**src/rtl/vram_write_scheduler_if.sv**
```systemverilog
`timescale 1ns/1ps
// Bus bundle for the text-RAM write scheduler: fill control, screen-ROM port,
// four single-cell requesters and the text-RAM write port.
interface vram_write_scheduler_if #(
    parameter int AW = 12
);
    logic            tick;
    logic            fill_start;
    logic            fill_src;
    logic [7:0]      fill_char;
    logic [AW-1:0]   rom_addr;
    logic [7:0]      rom_data;
    logic [3:0]      req;
    logic [4*AW-1:0] req_addr;
    logic [31:0]     req_data;
    logic [3:0]      gnt;
    logic            wr_en;
    logic [AW-1:0]   wr_addr;
    logic [7:0]      wr_data;
    logic            fill_busy;
    logic            fill_done;
    logic            addr_err;

    modport master (
        output tick, fill_start, fill_src, fill_char, rom_data,
               req, req_addr, req_data,
        input  rom_addr, gnt, wr_en, wr_addr, wr_data,
               fill_busy, fill_done, addr_err
    );

    modport slave (
        input  tick, fill_start, fill_src, fill_char, rom_data,
               req, req_addr, req_data,
        output rom_addr, gnt, wr_en, wr_addr, wr_data,
               fill_busy, fill_done, addr_err
    );
endinterface

```
**src/rtl/vram_write_scheduler.sv**
```systemverilog
`timescale 1ns/1ps
// Text-RAM write scheduler: full-screen fill (constant or ROM copy) takes
// priority; otherwise four requesters share the write slots round-robin.
module vram_write_scheduler #(
    parameter int CELLS = 2100,
    parameter int AW    = 12
) (
    input  logic                  clk,
    input  logic                  reset_n,
    vram_write_scheduler_if.slave bus
);
    typedef enum logic [1:0] {IDLE, FILL_PRE, FILL_RUN} state_t;

    // Counter is one bit wider so it can reach CELLS after the last write.
    localparam logic [AW:0] CELLS_W = (AW+1)'(CELLS);
    localparam logic [AW:0] ONE_W   = {{AW{1'b0}}, 1'b1};

    state_t        state, state_nxt;
    logic [AW:0]   cnt, cnt_nxt;
    logic          src, src_nxt;
    logic [7:0]    chr, chr_nxt;
    logic          rom_vld, rom_vld_nxt;
    logic [1:0]    last_gnt, last_gnt_nxt;

    logic [3:0]    gnt_r, gnt_nxt;
    logic          wr_en_r, wr_en_nxt;
    logic [AW-1:0] wr_addr_r, wr_addr_nxt;
    logic [7:0]    wr_data_r, wr_data_nxt;
    logic          fill_busy_r, fill_busy_nxt;
    logic          fill_done_r, fill_done_nxt;
    logic          addr_err_r, addr_err_nxt;
    logic [AW-1:0] rom_addr_r, rom_addr_nxt;

    logic          found;
    logic [1:0]    sel, cand;
    logic [AW-1:0] sel_addr;
    logic [7:0]    sel_data;

    always_comb begin
        state_nxt     = state;
        cnt_nxt       = cnt;
        src_nxt       = src;
        chr_nxt       = chr;
        rom_vld_nxt   = rom_vld;
        last_gnt_nxt  = last_gnt;
        gnt_nxt       = 4'b0000;
        wr_en_nxt     = 1'b0;
        wr_addr_nxt   = wr_addr_r;
        wr_data_nxt   = wr_data_r;
        fill_busy_nxt = fill_busy_r;
        fill_done_nxt = 1'b0;
        addr_err_nxt  = 1'b0;
        rom_addr_nxt  = rom_addr_r;
        found         = 1'b0;
        sel           = 2'd0;
        cand          = 2'd0;

        // Round-robin search starting just after the previous winner.
        for (int k = 1; k <= 4; k++) begin
            cand = last_gnt + 2'(k);
            if (!found && bus.req[cand]) begin
                found = 1'b1;
                sel   = cand;
            end
        end
        sel_addr = bus.req_addr[int'(sel)*AW +: AW];
        sel_data = bus.req_data[int'(sel)*8 +: 8];

        case (state)
            IDLE: begin
                if (bus.fill_start) begin
                    state_nxt     = FILL_PRE;
                    cnt_nxt       = '0;
                    src_nxt       = bus.fill_src;
                    chr_nxt       = bus.fill_char;
                    rom_vld_nxt   = 1'b0;
                    fill_busy_nxt = 1'b1;
                    rom_addr_nxt  = '0;
                end else if (bus.tick && found) begin
                    gnt_nxt[sel] = 1'b1;
                    last_gnt_nxt = sel;
                    if ({1'b0, sel_addr} >= CELLS_W) begin
                        addr_err_nxt = 1'b1;
                    end else begin
                        wr_en_nxt   = 1'b1;
                        wr_addr_nxt = sel_addr;
                        wr_data_nxt = sel_data;
                    end
                end
            end
            FILL_PRE: begin
                // rom_addr=0 is on the bus now, so ROM data is valid next cycle.
                state_nxt   = FILL_RUN;
                rom_vld_nxt = 1'b1;
            end
            FILL_RUN: begin
                if (cnt == CELLS_W) begin
                    state_nxt     = IDLE;
                    fill_busy_nxt = 1'b0;
                    fill_done_nxt = 1'b1;
                end else if (!rom_vld) begin
                    rom_vld_nxt = 1'b1;
                end else if (bus.tick) begin
                    wr_en_nxt    = 1'b1;
                    wr_addr_nxt  = cnt[AW-1:0];
                    wr_data_nxt  = src ? bus.rom_data : chr;
                    cnt_nxt      = cnt + ONE_W;
                    rom_addr_nxt = cnt_nxt[AW-1:0];
                    rom_vld_nxt  = 1'b0;
                end
            end
            default: state_nxt = IDLE;
        endcase
    end

    always_ff @(posedge clk) begin
        if (!reset_n) begin
            state       <= IDLE;
            cnt         <= '0;
            src         <= 1'b0;
            chr         <= 8'h00;
            rom_vld     <= 1'b0;
            last_gnt    <= 2'd3;
            gnt_r       <= 4'b0000;
            wr_en_r     <= 1'b0;
            wr_addr_r   <= '0;
            wr_data_r   <= 8'h00;
            fill_busy_r <= 1'b0;
            fill_done_r <= 1'b0;
            addr_err_r  <= 1'b0;
            rom_addr_r  <= '0;
        end else begin
            state       <= state_nxt;
            cnt         <= cnt_nxt;
            src         <= src_nxt;
            chr         <= chr_nxt;
            rom_vld     <= rom_vld_nxt;
            last_gnt    <= last_gnt_nxt;
            gnt_r       <= gnt_nxt;
            wr_en_r     <= wr_en_nxt;
            wr_addr_r   <= wr_addr_nxt;
            wr_data_r   <= wr_data_nxt;
            fill_busy_r <= fill_busy_nxt;
            fill_done_r <= fill_done_nxt;
            addr_err_r  <= addr_err_nxt;
            rom_addr_r  <= rom_addr_nxt;
        end
    end

    assign bus.gnt       = gnt_r;
    assign bus.wr_en     = wr_en_r;
    assign bus.wr_addr   = wr_addr_r;
    assign bus.wr_data   = wr_data_r;
    assign bus.fill_busy = fill_busy_r;
    assign bus.fill_done = fill_done_r;
    assign bus.addr_err  = addr_err_r;
    assign bus.rom_addr  = rom_addr_r;
endmodule

```
**src/flat_wrapper.sv**
```systemverilog
// flat-port wrapper written by rule: the top's interface ports become plain ports
module vram_write_scheduler_flat 
#(
    parameter int CELLS = 2100,
    parameter int AW    = 12
)
  (clk, reset_n, bus_tick, bus_fill_start, bus_fill_src, bus_fill_char, bus_rom_data, bus_req, bus_req_addr, bus_req_data, bus_rom_addr, bus_gnt, bus_wr_en, bus_wr_addr, bus_wr_data, bus_fill_busy, bus_fill_done, bus_addr_err);
  vram_write_scheduler_if #(.AW(AW)) bus_i ();
  input  logic clk;
  input  logic reset_n;
  input wire logic [$bits(bus_i.tick)-1:0] bus_tick;
  input wire logic [$bits(bus_i.fill_start)-1:0] bus_fill_start;
  input wire logic [$bits(bus_i.fill_src)-1:0] bus_fill_src;
  input wire logic [$bits(bus_i.fill_char)-1:0] bus_fill_char;
  input wire logic [$bits(bus_i.rom_data)-1:0] bus_rom_data;
  input wire logic [$bits(bus_i.req)-1:0] bus_req;
  input wire logic [$bits(bus_i.req_addr)-1:0] bus_req_addr;
  input wire logic [$bits(bus_i.req_data)-1:0] bus_req_data;
  output wire logic [$bits(bus_i.rom_addr)-1:0] bus_rom_addr;
  output wire logic [$bits(bus_i.gnt)-1:0] bus_gnt;
  output wire logic [$bits(bus_i.wr_en)-1:0] bus_wr_en;
  output wire logic [$bits(bus_i.wr_addr)-1:0] bus_wr_addr;
  output wire logic [$bits(bus_i.wr_data)-1:0] bus_wr_data;
  output wire logic [$bits(bus_i.fill_busy)-1:0] bus_fill_busy;
  output wire logic [$bits(bus_i.fill_done)-1:0] bus_fill_done;
  output wire logic [$bits(bus_i.addr_err)-1:0] bus_addr_err;
  assign bus_i.tick = bus_tick;
  assign bus_i.fill_start = bus_fill_start;
  assign bus_i.fill_src = bus_fill_src;
  assign bus_i.fill_char = bus_fill_char;
  assign bus_i.rom_data = bus_rom_data;
  assign bus_i.req = bus_req;
  assign bus_i.req_addr = bus_req_addr;
  assign bus_i.req_data = bus_req_data;
  assign bus_rom_addr = bus_i.rom_addr;
  assign bus_gnt = bus_i.gnt;
  assign bus_wr_en = bus_i.wr_en;
  assign bus_wr_addr = bus_i.wr_addr;
  assign bus_wr_data = bus_i.wr_data;
  assign bus_fill_busy = bus_i.fill_busy;
  assign bus_fill_done = bus_i.fill_done;
  assign bus_addr_err = bus_i.addr_err;
  vram_write_scheduler #(.CELLS(CELLS), .AW(AW)) u_core (.clk(clk), .reset_n(reset_n), .bus(bus_i));
endmodule
```
**config.mk**
```make
export PLATFORM = sky130hd
export DESIGN_NAME = vram_write_scheduler_flat
export DESIGN_NICKNAME = d
export VERILOG_FILES = /design/src/rtl/vram_write_scheduler_if.sv /design/src/rtl/vram_write_scheduler.sv /design/src/flat_wrapper.sv
export SDC_FILE = /design/constraint.sdc
export NUM_CORES = 1
export LEC_CHECK = 0
export CAP_MARGIN = 20
export CORE_MARGIN = 2
export CORE_UTILIZATION = 25
export CTS_CLUSTER_SIZE = 12
export DETAILED_ROUTE_END_ITERATION = 8
export PLACE_DENSITY_LB_ADDON = 0.3
export SLEW_MARGIN = 20
export SYNTH_ARGS = -nofsm -noshare
export SYNTH_HDL_FRONTEND = slang
export SYNTH_SLANG_ARGS = --single-unit
```
**constraint.sdc**
```tcl
create_clock -name clk -period 4.5 [get_ports clk]
set_input_delay 0.45 -clock clk [delete_from_list [all_inputs] [get_ports clk]]
set_output_delay 0.45 -clock clk [all_outputs]
set_load 0.1 [all_outputs]
```
==> flow_summary.yaml, run 1 <==
run_status:
  outcome: "complete, no violations"
place:
  numPortBuffers: 144
  place_inst: 728
  place.gp.congestion: 0.862
  dpl.hpwl_um: 10000
setup_path:
  cp-start-kind: "input port"
  arrival_ps: 3120
  critPathRequiredTime_ps: 4710
  endpoint_kind: "register"
  cp_max_fo: 32
  critical_path_class: "in -> reg"
cells_and_area:
  final_cells: 736
  layout_common_cells: "clkdlybuf4s50_1 (144), nand2_1 (71), dfxtp_1 (55)"
  num_antenna_cells: 0
  drive_above_1_share: 0.0558
  fillers: 1411
  layout_commonest_cell: "clkdlybuf4s50_1"
  fin_nets: 666
  area_growth_pct: 44.8
grt:
  grt_pass1_vias: 3563
  grt_max_degree: 38
  grt_remaining_overflow: 0
  antenna_found_initial: 0
  grt_pass1_wl_um: 18700
  track_usage: 0.158
clock_network:
  clk_path_buf_depth: 2
  path_clk_slew_ps: 80
  cts_made_buffers: 5
  ctsResizeCount: 0
  cts.hold.buffers_added: 0
  root_buffer: "clkbuf_16"
  post_cts_buffers: 0
  cts_sinks: 55
  worstSkewPairLatency_ps: 290
  cts_max_level: 2
  cts_tree: "built"
synthesis:
  synth.distinct_cells: 54
  syn_inst: 438
  ys_top_cells_by_area: "dfxtp_1 (31%), mux2i_1 (13%), nand2_1 (7.5%), a21oi_1 (4.2%), nor2_1 (3.4%)"
  ys.flop_type: "dfxtp_1"
  synth.cell_area_um2: 3560
  yosysSeqAreaShare: 0.310
  yosys_warnings: 0
  synth_edf_count: 0
  synth_top_cell_by_area: "dfxtp_1"
  synth_seq_cells: 55
  synth.avg_cell_area_um2: 8.12
  syn_nets: 549
  synth_top_area_frac: 0.310
  async_flop_share: 0
floorplan:
  die_w_um: 123
  rows: 43
  start_util: 0.256
  num_io_pins: 145
  die_y_um: 123
  coreArea_um2: 13900
  fp.dieArea_um2: 15200
drt:
  dr.pass1.iters: 5
  via_per_inst: 4.93
  detail_route.iter0.violations: 247
  post_drt_wl_per_cell_um: 17.0
  drcViolationCount: 0
  vias: 3631
  drt_wl_total_um: 12500
  drtAntennaViolNets: 0
pwr:
  irDropWorstVdd_mv: 0.151
  power_density_nw_per_um2: 314
  p_leak_nw: 1.78
sta:
  drv_slew: 0
  period_share: 0.645
  rsz0062_at_grt: "no"
  fmax_mhz: 344
  worst_slew_pin_slew_ps: 1030
  tns_ps: 0
  hold_viol_final: 0
  fin_crit_ps: 2900
  skew_ps: 7.47
  relSlewSlack: 0.309
  setup_viol_count_final: 0
run:
  drv_cap: 0
min_path:
  hold_path_class: "reg -> reg"
cell type report:
| class | count | area [um2] | share of cell area |
|---|---|---|---|
| repair buffers | 147 | 1460 | 0.284 |
| clock buffers | 6 | 129 | 0.0250 |
| clock inverters | 2 | 12.5 | 0.00243 |
| multi-input cells | 336 | 2180 | 0.424 |
| flip-flops and latches | 55 | 1100 | 0.214 |
| inverters | 10 | 37.5 | 0.00729 |
| well taps | 180 | 225 | 0.0437 |
registers in the layout, indices dropped and copies added (netlist names), 2 cells and up:
name,cells
u_core.bus.gnt,4
u_core.bus.rom_addr,11
u_core.last_gnt,2
u_core.chr,8
u_core.state,2
u_core.cnt,2
u_core.bus.wr_addr,12
u_core.bus.wr_data,8
where the power goes:
part	switching [mW]	total (mW)	internal (mW)
Combinational	0.433	0.680	0.247
Sequential	0.0273	0.554	0.526
Clock	0.180	0.386	0.206
Total	0.640	1.62	0.979
Yosys cell counts (2+ instances only):
cell	count
o21ai_1	4
o21a_1	2
nand2b_1	5
nor4_1	3
a31oi_1	3
o211ai_2	2
or3_1	3
a22oi_1	3
nand2_1	71
nor3_1	13
inv_1	9
ha_1	6
dfxtp_1	55
and3_1	3
mux2_1	3
xnor2_1	10
buf_6	3
a21oi_1	30
a221o_1	8
a221oi_1	9
mux2i_1	45
clkbuf_1	18
and2_1	3
or2_2	2
mux2_2	9
o211ai_1	6
o21ai_0	13
buf_4	12
a2bb2oi_1	2
buf_2	2
nor2_1	32
nand3_1	23
nand4_1	5
cells by family (layout without fill, tap and decap cells):
group / after synthesis / in the layout / synth area share
buffers and inverters: 47 / 165 / 0.0770
multiplexers: 57 / 57 / 0.165
adder cells (fa/ha/maj): 6 / 6 / 0.0211
flip-flops: 55 / 55 / 0.310
AND/OR/NAND/NOR: 170 / 170 / 0.224
AO/OA/AOI/OAI: 93 / 93 / 0.179
XOR/XNOR: 10 / 10 / 0.0246
final timing paths:
kind                    startpoint                      end  slack, ps  cells past startpoint
max                     bus_req[0]    u_core.bus.wr_addr[4]       1600                      8
min          u_core.bus.wr_data[6]    u_core.bus.wr_data[6]        450                      2
max reg2reg        u_core.state[0]  u_core.bus.rom_addr[10]       1770                      8
min reg2reg  u_core.bus.wr_data[6]    u_core.bus.wr_data[6]        450                      2
layer usage:
metal | global-route usage | part of all wire | vias up
met2 | 0.269 | 0.48 | 126
met3 | 0.0212 | 0.058 | 16
met5 | 0 | 0 | -
met4 | 0.0455 | 0.020 | 0
li1 | - | - | 1798
met1 | 0.209 | 0.44 | 1691
per-stage QoR:
step | hold slack, ps | instance area, um2 | power (mW) | worst slack [ps] | util
CTS | 458 | 5150 | 1.63 | 1550 | 0.371
global placement | 442 | 5010 | 1.24 | 1410 | 0.361
finish | 453 | 5150 | 1.62 | 1600 | 0.371
floorplan | 436 | 3560 | 1.03 | 2450 | -
global route | 479 | 5150 | 1.70 | 1410 | 0.371
detailed placement | 448 | 5010 | 1.25 | 1250 | 0.361
worst max-delay path: stages:
cell	delay [ps]
clkdlybuf4s50_1	500
o211a_1	280
or2_4	330
nor2_8	520
o211ai_2	190
a31oi_2	200
buf_4	350
mux2i_1	270
(Power assumes the default switching activity.)
==> run 2: changes to the inputs <==
clock period = 2.6 ns   (was 4.5 ns; I/O delays follow)
==> run 2 against run 1 <==
  * First-iteration DRC count rose by 4.9%
  * Combinational power rose by 76%
  * Final area rose by 1.4%
  * Wire length barely moved
  * Setup slack got worse by 1400 ps
  * Critical path depth fell by 2
  * Clock skew fell by 0.55 ps
  * Via count rose by 2.1%
  * Power rose by 75%
  * Global-route usage fell by 0.22 points
  * Count of clock-buffer cells in the layout fell by 1
==> flow_summary.yaml, run 2 (same netlist as run 1, synthesis figures left out) <==
run_status:
  outcome: "complete, no violations"
cells_and_area:
  num_antenna_cells: 0
  finalCoreUtilization: 0.376
  layout_commonest_cell: "clkdlybuf4s50_1"
  layout_common_cells: "clkdlybuf4s50_1 (104), nand2_1 (71), buf_4 (60)"
  largest_reg_flops: 12
  fin_nets: 685
  drive_above_1_share: 0.158
  fin_area_um2: 5220
  area_growth_pct: 46.8
grt:
  grt_pass1_wl_um: 18700
  track_usage: 0.156
  antenna_found_initial: 0
  grt_remaining_overflow: 0
  grt_max_degree: 26
  grt_pass1_vias: 3670
setup_path:
  cp_max_fo: 15
  critPathLaunch: "u_core.bus.rom_addr[9]"
  r2r-end: "u_core.cnt[11]"
  reg2regPathDepth: 6
  cpPeakStageDelay_ps: 830
  crit_cells: 6
  rrSetupSlack_ps: 210
  slowest_stage: "o21ai_1"
  worstSetupEndpoint: "u_core.cnt[11]"
  cp-start-kind: "register"
  r2r-start: "u_core.bus.rom_addr[9]"
  critical_path_class: "reg -> reg"
  critical_path.top_delay_family: "compound AO/OA/AOI/OAI gates"
  cp_num_buf_inv: 0
  endpoint_kind: "register"
  arrival_ps: 2580
  crit_chain: "nor4b_2, a31oi_1, o21ai_1, nor4_1, xnor2_1, nor2_1"
  critPathRequiredTime_ps: 2790
run:
  drv_cap: 0
place:
  dpl.hpwl_um: 10100
  place_area_um2: 5080
  pre_cts_ws_ps: 10.6
  place.gp.congestion: 0.837
  numPortBuffers: 144
sta:
  hold_viol_final: 0
  setup_viol_count_final: 0
  worst_slew_pin_slew_ps: 1050
  tns_ps: 0
  finalWorstSetupSlack_ps: 209
  drv_slew: 0
  skew_ps: 6.91
  rsz0062_at_grt: "no"
  fin_crit_ps: 2390
  fmax_mhz: 418
  relSlewSlack: 0.297
  period_share: 0.919
clock_network:
  post_cts_buffers: 0
  ctsResizeCount: 0
  cts.hold.buffers_added: 0
  clk_path_buf_depth: 2
  cts_sinks: 55
  cts_tree: "built"
  worstSkewPairLatency_ps: 290
  cts_made_buffers: 5
  cts_max_level: 2
  root_buffer: "clkbuf_16"
  path_clk_slew_ps: 80
pwr:
  irDropWorstVdd_mv: 0.231
  p_leak_nw: 1.97
  power_density_nw_per_um2: 543
  p_total_mw: 2.84
drt:
  dr.pass1.iters: 4
  vias: 3707
  drt_wl_total_um: 12500
  drtAntennaViolNets: 0
  detail_route.iter0.violations: 259
  post_drt_wl_per_cell_um: 16.6
  drcViolationCount: 0
  via_per_inst: 4.91
floorplan:
  start_util: 0.256
  num_io_pins: 145
  coreArea_um2: 13900
  die_y_um: 123
  fp.dieArea_um2: 15200
  die_w_um: 123
  rows: 43
min_path:
  hold_path_class: "reg -> reg"
-- run 2: changes by cell type in the layout (fill, tap and decap cells not counted), sizes merged --
cell           previous run  this run
buf                       3        62
clkinv                    2         3
inv                       9        10
clkbuf                    6         5
clkinvlp                  1         0
clkdlybuf4s50           144       104
-- run 2: stage by stage --
step	hold WS, ps	cells
2_1_floorplan	396	438
3_5_place_dp	453	747
3_3_place_gp	445	747
6_report	457	755
5_1_grt	483	755
4_1_cts	463	755
-- run 2: area by class of cell --
cell class                      count  area [um2]
Tap cell                          180         225
Clock buffer                        5         125
Clock inverter                      3        18.8
Timing Repair Buffer              166        1530
Sequential cell                    55        1100
Inverter                           10        37.5
Fill cell                        1450        8660
Multi-Input combinational cell    336        2180
-- run 2: where the power goes --
| group | internal (mW) | switching (mW) | leakage, nW | total (mW) |
|---|---|---|---|---|
| registers | 0.911 | 0.0489 | 0.448 | 0.960 |
| clock network | 0.358 | 0.321 | 0.0740 | 0.679 |
| logic | 0.444 | 0.754 | 1.45 | 1.20 |
| total | 1.71 | 1.12 | 1.97 | 2.84 |
-- run 2: worst min-delay path by stage --
stage                           from               endpoint  slack (ps)  cells after the start
6_report               u_core.chr[3]          u_core.chr[3]         460                      2
5_1_grt                u_core.chr[3]          u_core.chr[3]         480                      2
4_1_cts        u_core.bus.wr_addr[5]  u_core.bus.wr_addr[5]         460                      2
3_5_place_dp   u_core.bus.wr_addr[5]  u_core.bus.wr_addr[5]         450                      2
3_3_place_gp   u_core.bus.wr_data[5]  u_core.bus.wr_data[5]         440                      2
2_1_floorplan       bus_fill_char[0]          u_core.chr[0]         400                      2
-- run 2: routing by layer --
layer,global-route usage,vias up,part of all wire
li1,-,1836,-
met2,0.263,113,0.48
met5,0,-,0
met1,0.202,1735,0.44
met4,0.0582,0,0.025
met3,0.0212,23,0.054
-- run 2: tightest hold or removal path: stages (launching register included) --
cell     delay [ps]
dfxtp_1         310
nand2_1          50
a21oi_1          50
==> run 3: changes to the inputs <==
ABC_AREA = 0   (was unset)
CORE_MARGIN = unset   (was 2)
HOLD_SLACK_MARGIN = 0.1   (was unset)
==> run 3 against run 2 <==
  * Sequential share of layout area up 0.056 points
  * Sequential cell count unchanged
  * Clock power up 3.8%
  * Global-route usage up 1.1 points
  * Count of clock-buffer cells in the layout unchanged
  * Critical path type is now in -> reg
  * Critical endpoint is now u_core.bus.wr_addr[6]
==> flow_summary.yaml, run 3 (same netlist as run 1, synthesis figures left out) <==
min_path:
  worstHoldEndpoint: "u_core.bus.wr_data[1]"
  min_path_cells: 2
  min_from: "u_core.bus.wr_data[1]"
  hold_path_class: "reg -> reg"
cells_and_area:
  num_antenna_cells: 0
  fin_nets: 682
  fin_area_um2: 5210
  layout_commonest_cell: "clkdlybuf4s50_1"
  layout_common_cells: "clkdlybuf4s50_1 (104), nand2_1 (71), buf_4 (57)"
  multi_input_area_um2: 2180
  area_growth_pct: 46.4
  final_cells: 752
  drive_above_1_share: 0.154
  ff_latch_area_um2: 1100
  largest_reg_flops: 12
  fillers: 1423
setup_path:
  r2r-start: "u_core.last_gnt[1]"
  crit_chain: "clkdlybuf4s50_1, a21bo_2, a21oi_1, or2_2, o211ai_2, a31oi_2, buf_12, mux2i_1"
  arrival_ps: 2520
  critical_path.top_delay_family: "compound AO/OA/AOI/OAI gates"
  critPathRequiredTime_ps: 2820
  critical_path_class: "in -> reg"
  r2r-end: "u_core.bus.wr_addr[6]"
  endpoint_kind: "register"
  slowest_stage: "clkdlybuf4s50_1"
  cpPeakStageDelay_ps: 550
  reg2regPathDepth: 7
  cp-start-kind: "input port"
  rrSetupSlack_ps: 370
  cp_max_fo: 20
  critPathLaunch: "bus_req[3]"
  cp_num_buf_inv: 2
sta:
  skew_ps: 8.22
  drv_slew: 0
  relSlewSlack: 0.613
  period_share: 0.885
  setup_viol_count_final: 0
  worst_slew_pin_slew_ps: 578
  finalWorstSetupSlack_ps: 299
  fmax_mhz: 435
  tns_ps: 0
  hold_viol_final: 0
  fin_crit_ps: 2300
  rsz0062_at_grt: "no"
place:
  place_inst: 744
  place.gp.congestion: 0.878
  numPortBuffers: 144
  place_area_um2: 5050
  dpl.hpwl_um: 10100
  pre_cts_ws_ps: 10.9
pwr:
  p_leak_nw: 1.95
  switching_share: 0.398
  switching_power_mw: 1.14
  power_density_nw_per_um2: 552
  combPwrFrac: 0.420
  p_clk_frac: 0.245
  p_int_mw: 1.73
  irDropWorstVdd_mv: 0.224
  p_seq_frac: 0.335
grt:
  grt_max_degree: 26
  antenna_found_initial: 0
  grt_pass1_vias: 3666
  grt_pass1_wl_um: 19000
  grt_remaining_overflow: 0
  track_usage: 0.167
floorplan:
  start_util: 0.256
  coreArea_um2: 13900
  fp.dieArea_um2: 14700
  die_w_um: 121
  die_y_um: 121
  rows: 43
  num_io_pins: 145
clock_network:
  clk_path_buf_depth: 2
  cts_tree: "built"
  path_clk_slew_ps: 70
  cts_sinks: 55
  ctsResizeCount: 0
  cts_made_buffers: 5
  root_buffer: "clkbuf_16"
  cts.hold.buffers_added: 0
  post_cts_buffers: 0
  worstSkewPairLatency_ps: 300
  cts_max_level: 2
run:
  drv_cap: 0
drt:
  dr.pass1.iters: 4
  vias: 3681
  drcViolationCount: 0
  detail_route.iter0.violations: 348
  drtAntennaViolNets: 0
  post_drt_wl_per_cell_um: 16.7
  via_per_inst: 4.89
  drt_wl_total_um: 12500
run_status:
  outcome: "complete, no violations"
[run 3: cell count changes in the layout (fill, tap and decap cells not counted)]
| cell | change |
|---|---|
| clkinv_2 | -2 |
| inv_8 | +1 |
| clkinvlp_4 | +1 |
| buf_4 | -3 |
[run 3: final cells by class]
class,count,area share
multi-input cells,336,0.419
clock inverters,3,0.00529
clock buffers,5,0.0240
flip-flops and latches,55,0.211
repair buffers,163,0.290
inverters,10,0.00721
well taps,180,0.0432
[run 3: worst max-delay path by stage]
stage | endpoint | cells after the start
6_report | u_core.bus.wr_addr[6] | 8
5_1_grt | u_core.bus.wr_addr[6] | 8
4_1_cts | u_core.bus.wr_addr[6] | 8
3_5_place_dp | u_core.bus.wr_addr[6] | 8
3_3_place_gp | u_core.bus.wr_data[3] | 9
2_1_floorplan | u_core.bus.rom_addr[7] | 9
[run 3: power groups by stage]
stage | combinational, mW | sequential (mW) | clock (mW)
2_1_floorplan | 0.466 | 1.32 | 0
4_1_cts | 1.21 | 0.962 | 0.722
5_1_grt | 1.28 | 0.970 | 0.759
3_5_place_dp | 1.20 | 0.982 | 0
6_report | 1.21 | 0.962 | 0.705
3_3_place_gp | 1.19 | 0.979 | 0
[run 3: worst min-delay path, cell delays in order (launching register included)]
cell and delay [ps]:
dfxtp_1 310, nand2_1 50, mux2i_1 50
[run 3: layer usage]
layer  wire, um  vias to the layer above  track usage  share of wire
li1           -                     1832            -              -
met1       5440                     1722        0.217           0.43
met2       6030                      106        0.279           0.48
met3        774                       21       0.0235          0.062
met4        293                        0       0.0563          0.023
met5          0                        -            0              0
[run 3: per-stage QoR]
step	utilization	total power [mW]	hold slack, ps
detailed placement	0.364	2.19	447
floorplan	-	1.79	396
CTS	0.375	2.89	459
global placement	0.364	2.17	444
global route	0.375	3.01	482
finish	0.375	2.87	461
